File: src/rtl/ccff_pkg.sv
`default_nettype none
//==============================================================================
// Module      : ccff_pkg
// Description : Shared types and constants for the configuration-chain loader.
// Revision    : 1.0 - initial release
//==============================================================================
package ccff_pkg;

    localparam int BYTE_W = 8;

    localparam logic CMD_PROG = 1'b0;
    localparam logic CMD_READ = 1'b1;

    typedef enum logic [1:0] {
        IDLE = 2'd0,
        PROG = 2'd1,
        READ = 2'd2,
        FIN  = 2'd3
    } state_t;

endpackage
`default_nettype wire

File: src/rtl/ccff_bit_serdes.sv
`default_nettype none
//==============================================================================
// Module      : ccff_bit_serdes
// Description : Byte shift register with fill count; LSB-first serializer or
//               bit-0-upward deserializer.
// Revision    : 1.0 - initial release
//==============================================================================
module ccff_bit_serdes
    import ccff_pkg::*;
#(
    parameter int SC_W = $clog2(BYTE_W + 1)
) (
    input  logic              CK,
    input  logic              RST,
    input  logic              clr,
    input  logic              load,
    input  logic [BYTE_W-1:0] load_data,
    input  logic              shift_out,
    input  logic              shift_in,
    input  logic              in_bit,
    output logic [BYTE_W-1:0] data,
    output logic [SC_W-1:0]   count
);

    localparam logic [SC_W-1:0] c_full = SC_W'(BYTE_W);

    logic [BYTE_W-1:0] r_data;
    logic [SC_W-1:0]   r_count;

    // A load on the last outgoing bit replaces it, keeping the stream gapless.
    always_ff @(posedge CK) begin
        if (RST || clr) begin
            r_data  <= '0;
            r_count <= '0;
        end else if (load) begin
            r_data  <= load_data;
            r_count <= c_full;
        end else if (shift_out && (r_count != '0)) begin
            r_data  <= r_data >> 1;
            r_count <= r_count - SC_W'(1);
        end else if (shift_in && (r_count != c_full)) begin
            r_data  <= r_data | ({{(BYTE_W-1){1'b0}}, in_bit} << r_count);
            r_count <= r_count + SC_W'(1);
        end
    end

    assign data  = r_data;
    assign count = r_count;

endmodule
`default_nettype wire

File: src/rtl/ccff_bitstream_loader.sv
`default_nettype none
//==============================================================================
// Module      : ccff_bitstream_loader
// Description : Byte-stream programming and non-destructive readback of a
//               configuration flip-flop chain.
// Revision    : 1.0 - initial release
//==============================================================================
module ccff_bitstream_loader
    import ccff_pkg::*;
#(
    parameter int CHAIN_LEN = 64,
    parameter int CNT_W     = $clog2(CHAIN_LEN + 1)
) (
    input  logic              CK,
    input  logic              RST,
    input  logic              start,
    input  logic              cmd,
    input  logic              s_valid,
    output logic              s_ready,
    input  logic [BYTE_W-1:0] s_data,
    output logic              m_valid,
    input  logic              m_ready,
    output logic [BYTE_W-1:0] m_data,
    output logic              ccff_head,
    input  logic              ccff_tail,
    output logic              shift_en,
    output logic              busy,
    output logic              done
);

    localparam int               SC_W        = $clog2(BYTE_W + 1);
    localparam logic [CNT_W-1:0] c_chain_len = CNT_W'(CHAIN_LEN);
    localparam logic [SC_W-1:0]  c_last_slot = SC_W'(BYTE_W - 1);
    localparam logic [SC_W-1:0]  c_one_bit   = SC_W'(1);

    state_t            r_state;
    state_t            w_next;
    logic [CNT_W-1:0]  r_cnt;
    logic [BYTE_W-1:0] r_mdata;
    logic              r_mvalid;

    logic [BYTE_W-1:0] w_sd_data;
    logic [SC_W-1:0]   w_sd_count;
    logic              w_last_bit;
    logic              w_s_fire;
    logic              w_xfer;
    logic              w_sd_clr;
    logic [BYTE_W-1:0] w_assembled;

    assign w_last_bit  = (r_cnt == CNT_W'(1));
    assign w_s_fire    = s_valid && s_ready;
    // Capturing slot 7 or the final chain bit closes the byte this cycle.
    assign w_xfer      = (r_state == READ) && shift_en &&
                         ((w_sd_count == c_last_slot) || w_last_bit);
    assign w_assembled = w_sd_data | ({{(BYTE_W-1){1'b0}}, ccff_tail} << w_sd_count);
    assign w_sd_clr    = (r_state == IDLE) || w_xfer ||
                         ((r_state == PROG) && shift_en && w_last_bit);

    ccff_bit_serdes #(
        .SC_W (SC_W)
    ) u_serdes (
        .CK        (CK),
        .RST       (RST),
        .clr       (w_sd_clr),
        .load      (w_s_fire),
        .load_data (s_data),
        .shift_out ((r_state == PROG) && shift_en),
        .shift_in  ((r_state == READ) && shift_en),
        .in_bit    (ccff_tail),
        .data      (w_sd_data),
        .count     (w_sd_count)
    );

    always_ff @(posedge CK) begin
        if (RST) begin
            r_state <= IDLE;
        end else begin
            r_state <= w_next;
        end
    end

    always_comb begin
        w_next = r_state;
        case (r_state)
            IDLE: if (start) w_next = (cmd == CMD_READ) ? READ : PROG;
            PROG: if (shift_en && w_last_bit) w_next = FIN;
            READ: if ((r_cnt == '0) && (!r_mvalid || m_ready)) w_next = FIN;
            FIN:  w_next = IDLE;
            default: w_next = IDLE;
        endcase
    end

    always_comb begin
        shift_en  = 1'b0;
        s_ready   = 1'b0;
        ccff_head = 1'b0;
        busy      = (r_state != IDLE);
        done      = (r_state == FIN);
        case (r_state)
            PROG: begin
                shift_en  = (w_sd_count != '0);
                s_ready   = (w_sd_count == '0) ||
                            ((w_sd_count == c_one_bit) && !w_last_bit);
                ccff_head = w_sd_data[0];
            end
            READ: begin
                // Recirculate so the chain is intact after CHAIN_LEN shifts.
                shift_en  = (r_cnt != '0) && !(r_mvalid && !m_ready);
                ccff_head = ccff_tail;
            end
            default: ;
        endcase
    end

    always_ff @(posedge CK) begin
        if (RST) begin
            r_cnt <= '0;
        end else if (r_state == IDLE) begin
            r_cnt <= c_chain_len;
        end else if (shift_en) begin
            r_cnt <= r_cnt - CNT_W'(1);
        end
    end

    always_ff @(posedge CK) begin
        if (RST) begin
            r_mvalid <= 1'b0;
            r_mdata  <= '0;
        end else if (w_xfer) begin
            r_mvalid <= 1'b1;
            r_mdata  <= w_assembled;
        end else if (r_mvalid && m_ready) begin
            r_mvalid <= 1'b0;
        end
    end

    assign m_valid = r_mvalid;
    assign m_data  = r_mdata;

endmodule
`default_nettype wire

File: config.mk
export PLATFORM = sky130hd
export DESIGN_NAME = ccff_bitstream_loader
export DESIGN_NICKNAME = d
export VERILOG_FILES = /design/src/rtl/ccff_pkg.sv /design/src/rtl/ccff_bit_serdes.sv /design/src/rtl/ccff_bitstream_loader.sv
export SDC_FILE = /design/constraint.sdc
export NUM_CORES = 1
export LEC_CHECK = 0
export ABC_CLOCK_PERIOD_IN_PS = 2000
export CORE_MARGIN = 2
export CORE_UTILIZATION = 48
export CTS_CLUSTER_DIAMETER = 200
export CTS_CLUSTER_SIZE = 25
export DETAILED_ROUTE_END_ITERATION = 10
export PLACE_DENSITY = 0.87
export SYNTH_ARGS = -nofsm -noshare
export SYNTH_HDL_FRONTEND = slang
export SYNTH_SLANG_ARGS = --single-unit
File: constraint.sdc
create_clock -name CK -period 2 [get_ports CK]
set_clock_uncertainty 0.05 [all_clocks]
set_input_delay 0.4 -clock CK [delete_from_list [all_inputs] [get_ports CK]]
set_output_delay 0.4 -clock CK [all_outputs]
set_load 0.02 [all_outputs]
# == After elaboration in Yosys (flattened, before gate mapping) ==
# Cells that the tools add are included.
# W data, S select, Z words.
# totals
ff_bits,30
in_bits,15
output_inout_bits,14
wordCells,77
# classes
muxes,18
shift,1
n_bitwise,1
reduce_logical,36
n_eq_ne,10
addsub,3
# ops
cell,n
$mux W8,3
$mux W7,2
$logic_and A1 B1 Y1,13
$mux W4,3
$mux W2,4
$or A8 B8 Y8,1
$pmux W2 S4,1
$reduce_bool A2 Y1,4
$shl A1 B4 Y8,1
$eq A7 B1 Y1 const B,1
$logic_not A7 Y1,1
$reduce_bool A7 Y1,1
$sub A7 B1 Y7 const B,1
$logic_or A1 B1 Y1,6
$add A4 B1 Y4 const B,1
$eq A2 B2 Y1 const B,2
$eq A4 B1 Y1 const B,1
$eq A4 B3 Y1 const B,1
$logic_not A1 Y1,4
$logic_not A4 Y1,1
$ne A2 B1 Y1 const B,2
$ne A4 B4 Y1 const B,1
$pmux W1 S2,2
$reduce_bool A4 Y1,1
other kinds (8),11

# == Depth between registers and ports, before layout ==
# logic_depth
depth_word,11
depth_mapped,9
mapped_depth_nobuf,7

# == Modules after synthesis ==
# Synthesis repeated with hierarchy kept, for this count alone.
# unflattened
hier_cells,241
hier_area_um2,2078.2
# modules_own_cells
mod,area_per_inst_um2,seq_area_each_um2,n_inst,cells_per_inst
ccff_bitstream_loader,1216.2,360.3,1,144
ccff_bit_serdes,862.1,240.2,1,97

# == Least setup slack after synthesis ==
# Ideal clock, no wire load.
# synth_path
path_type,register to register
from,register r_state[1]
to,"register u_serdes.r_data[6], in the netlist u_serdes.data[6]"
arrival_ns,1.998
n_path_buf,1
setup_time_ns,0.119
required_time_ns,1.831
slack_ns,-0.167
synth_period_minus_slack_ns,2.167
stages_incl_launch_ff,9
path_cell_list,dfxtp_1 > inv_1 > ha_1 > or3b_2 > a2111oi_2 > a211o_1 > buf_6 > nand2_1 > o221a_1
# synth_via
elab_chain_cells,7
elab_cells_between_ends,18
cone_classes,2 x eq/ne; 4 x mux; 12 x reduce/logical
# synth_rtl
item,line_no,source
from (decl),ccff_bitstream_loader.sv:36,state_t r_state;
from (signal assigned),ccff_bitstream_loader.sv:78,r_state <= w_next;
$eq A2 B2 Y1 or $eq A2 B1 Y1 (tied branches),n/a,
$pmux W1 S2,ccff_bitstream_loader.sv:99,case (r_state)
$logic_and A1 B1 Y1,"ccff_bitstream_loader.sv:53, ccff_bitstream_loader.sv:68",
$logic_and A1 B1 Y1,ccff_bitstream_loader.sv:53,assign w_xfer = (r_state == READ) && shift_en &&
$logic_or A1 B1 Y1 (2 in a row),ccff_bitstream_loader.sv:56,assign w_sd_clr = (r_state == IDLE) || w_xfer ||
$logic_or A1 B1 Y1,ccff_bit_serdes.sv:32,if (RST || clr) begin
to (signal assigned),ccff_bit_serdes.sv:36,r_data <= load_data;
to (signal assigned),ccff_bit_serdes.sv:39,r_data <= r_data >> 1;
to (signal assigned),ccff_bit_serdes.sv:42,"r_data <= r_data | ({{(BYTE_W-1){1'b0}}, in_bit} << r_count);"
to (decl),ccff_bit_serdes.sv:27,logic [BYTE_W-1:0] r_data;
# Several ways; a longest one is shown, not always the timed one.
# A chain may end at the register's enable or synchronous reset.

# == Worst setup path in the final report ==
# layout_path
from,register r_cnt[5]
to,"register u_serdes.r_data[2], in the netlist u_serdes.data[2]"
# layout_via
elab_chain_cells,8
elab_cells_between_ends,22
cone_classes,1 x eq/ne; 4 x mux; 17 x reduce/logical
# layout_rtl
item,line_no,source
from (decl),ccff_bitstream_loader.sv:38,logic [CNT_W-1:0] r_cnt;
from (signal assigned),ccff_bitstream_loader.sv:119,r_cnt <= c_chain_len;
from (signal assigned),ccff_bitstream_loader.sv:121,r_cnt <= r_cnt - CNT_W'(1);
$reduce_bool A7 Y1,ccff_bitstream_loader.sv:108,shift_en = (r_cnt != '0) && !(r_mvalid && !m_ready);
$logic_and A1 B1 Y1,ccff_bitstream_loader.sv:108,
$pmux W1 S2,ccff_bitstream_loader.sv:99,
$logic_and A1 B1 Y1,"ccff_bitstream_loader.sv:53, ccff_bitstream_loader.sv:68",
$logic_and A1 B1 Y1,ccff_bitstream_loader.sv:53,
$logic_or A1 B1 Y1 (2 in a row),ccff_bitstream_loader.sv:56,
$logic_or A1 B1 Y1,ccff_bit_serdes.sv:32,
# Several ways; a longest one is shown, not always the timed one.

==> reports/results.ini <==
[global_route]
grtUsageTotal=0.2691
grt_antenna_before_repair=0
gr-total-overflow=0
grt_max_degree=17
grt_pass1_vias=1959
grt_pass1_wl_mm=8.928

[yosys]
ys_types=49
ys_warn_count=0
syn_area_sq_um=1832
post_synth.cell_area_avg_sq_um=8.560
synth_edf_count=0
syn-num-nets=239
synth_top_flop_cell=dfxtp_1
synthArstFlopShare=0
netlist_instances=214
ys_seq_elements=30
ys_seq_area_frac=0.3279

[clock_network]
clk_pin_slew_ns=0.07
clock-sinks=30
cts_root_buf=clkbuf_8
clockBufferDepth=2
ctsHoldBuffers=0
cts-buffers-inserted=5
clock_latency_ns=0.29
cts_tree=built
htree_levels=2

[critical_path]
endpoint_kind=flop
cp.arrival_ns=2.27
startpoint_type=flop
path_cells=or4_4 > buf_6 > o2111a_2 > a211o_2 > o221a_1
slowest_delay_ns=0.56
rr_startpoint=r_cnt[5]
cp.required_ns=2.13
cpMaxStageDelayCell=or4_4
worstSetupPathType=flop to flop
reg2regPathDepth=5
path_max_fanout=7
crit_start=r_cnt[5]

[sta]
max_clock_freq_mhz=468.4
finalCritPeriodShare=1.067
hold_viol_final=0
relSlewSlack=0.6631
setup_slack_ns=-0.1348
finalSetupViolations=26
rsz0062_at_grt=true
final_max_slew_viol_count=0
fin_crit_ns=2.135
worst_pin_slew_ns=0.5053

[drt]
drt-pass1-iter-count=5
wire_per_inst_um=18.03
vias=2088
drtIter0Drc=142
via_per_inst=6.087
drt_wl_total_mm=6.183
post-route-drc-count=0
ant_nets=0

[placed_design]
dp_hpwl_mm=3.618
dpl_worst_slack_ns=-0.3652
port_buffers=28
routabilityCongestion=0.8380

[run]
max_cap_viol_count=0

[floorplanning]
core-area_sq_um=3661
rows=22
fp.dieH_um=65.78
initial_core_util=0.5003
ios=29
die_x_um=65.78
dieArea_sq_um=4326

[run_status]
violations=negative setup slack
outcome=finished, violations left

[final_layout]
area_delta_synth_final_pct=57.31
layout-drive-gt1-share=0.3898
nets=319
diodes=0

[pwr]
power.density_nw_per_um2=784.4
finalPower_mw=2.260
vdd_drop_max_uv=517.7
leakagePower_nw=1.121

[hold_path]
hold_class=flop to flop
min_path_cells=2
hp-start=r_state[1]

## critical path, delay by kind of cell, from the launching register on
kind	cells	cell delay, ns
AND/OR/NAND/NOR	1	0.56
buffers and inverters	1	0.14
AO/OA/AOI/OAI	3	0.96
flip-flops	1	0.32
## power by group
part | total (mW) | switching (mW) | internal [mW] | leakage, nW
registers | 0.687 | 0.0450 | 0.642 | 0.246
clock network | 0.524 | 0.248 | 0.276 | 0.0472
logic | 1.05 | 0.527 | 0.522 | 0.828
total | 2.26 | 0.819 | 1.44 | 1.12
## state kept, by name (all words and copies together) (netlist names)
register        flops
u_serdes.data       8
u_serdes.count      4
m_valid             1
r_state             2
m_data              8
r_cnt               7
## worst paths after layout
check                     endpoint  slack [ns]
setup reg to reg  u_serdes.data[2]       -0.13
setup / recovery  u_serdes.data[2]       -0.13
hold reg to reg         r_state[1]        0.46
hold / removal          r_state[1]        0.46
## cells by family (layout without fill, tap and decap cells)
family | after synthesis | after routing | synth area share
and+or+nand+nor | 85 | 85 | 0.2452
buffers and inverters | 21 | 101 | 0.05737
adders and majority gates | 10 | 10 | 0.06831
AOI/OAI and AO/OA | 61 | 62 | 0.2677
DFF | 30 | 30 | 0.3279
xor gates and xnor gates | 7 | 7 | 0.03347
## metrics by stage
stage	area, sq um	std cells	utilization	hold WS [ns]	TNS [ns]
3_3_place_gp	2520	325	0.6883	0.4377	-4.658
4_1_cts	2743	339	0.7491	0.4625	-1.657
2_1_floorplan	1901	214	-	0.4345	0
5_1_grt	2882	343	0.7871	0.4806	-3.838
6_report	2882	343	0.7871	0.4562	-2.025
3_5_place_dp	2520	325	0.6883	0.4491	-5.810
## cell usage in the layout, fill, tap and decap left out, drive strengths merged, types with 5 or more instances in the layout
cell | netlist | layout
buf | 7 | 56
nor2 | 32 | 32
dfxtp | 30 | 30
clkdlybuf4s50 | 0 | 24
nand2 | 18 | 18
a211oi | 17 | 17
a21oi | 11 | 11
inv | 11 | 11
ha | 10 | 10
clkbuf | 3 | 7
nor3b | 6 | 6
o221a | 5 | 5
xor2 | 5 | 5
## timing repair
item / in CTS / in global routing
pin swaps: 19 / 24
gates resized for setup: 40 / 28
buffers inserted: 2 / 3
gates cloned: 4 / 1
hold endpoints to repair: 0 / 0
setup endpoints to repair: 31 / 31
## routing by layer
| metal | share of wire | GRT usage | vias up | wire, um |
|---|---|---|---|---|
| met2 | 0.50 | 0.4659 | 112 | 3065 |
| met5 | 0 | 0 | - | 0 |
| met4 | 0.033 | 0.1224 | 0 | 204 |
| li1 | - | - | 944 | - |
| met1 | 0.40 | 0.3167 | 1007 | 2497 |
| met3 | 0.067 | 0.05622 | 25 | 416 |
## cell type report
type,count,area [sq um]
multi-input cells,164,1306
fillers,228,779.5
repair buffers,82,764.5
flip-flops and latches,30,611.8
clock buffers,6,82.58
well taps,48,60.06
inverters,11,43.79
clock inverters,2,12.51
## synth_stat cells (all sizes together), types with 2 or more instances
cell,n,share of area
nor2,32,0.066
dfxtp,30,0.33
nand2,18,0.041
a211oi,17,0.077
a21oi,11,0.036
inv,11,0.023
ha,10,0.068
buf,7,0.029
nor3b,6,0.027
o221a,5,0.031
xor2,5,0.024
a31oi,4,0.014
nand3,4,0.011
nor2b,4,0.014
nor3,4,0.011
o21ai,4,0.011
a211o,3,0.014
clkbuf,3,0.0061
o31ai,3,0.012
or4,3,0.014
a21boi,2,0.0082
a22oi,2,0.0082
a41oi,2,0.0096
and3,2,0.0068
nand2b,2,0.0068
nand3b,2,0.0082
o211a,2,0.011
o211ai,2,0.0082
or2,2,0.0068
xnor2,2,0.0096
No activity file was read; power rests on OpenSTA's default activity.
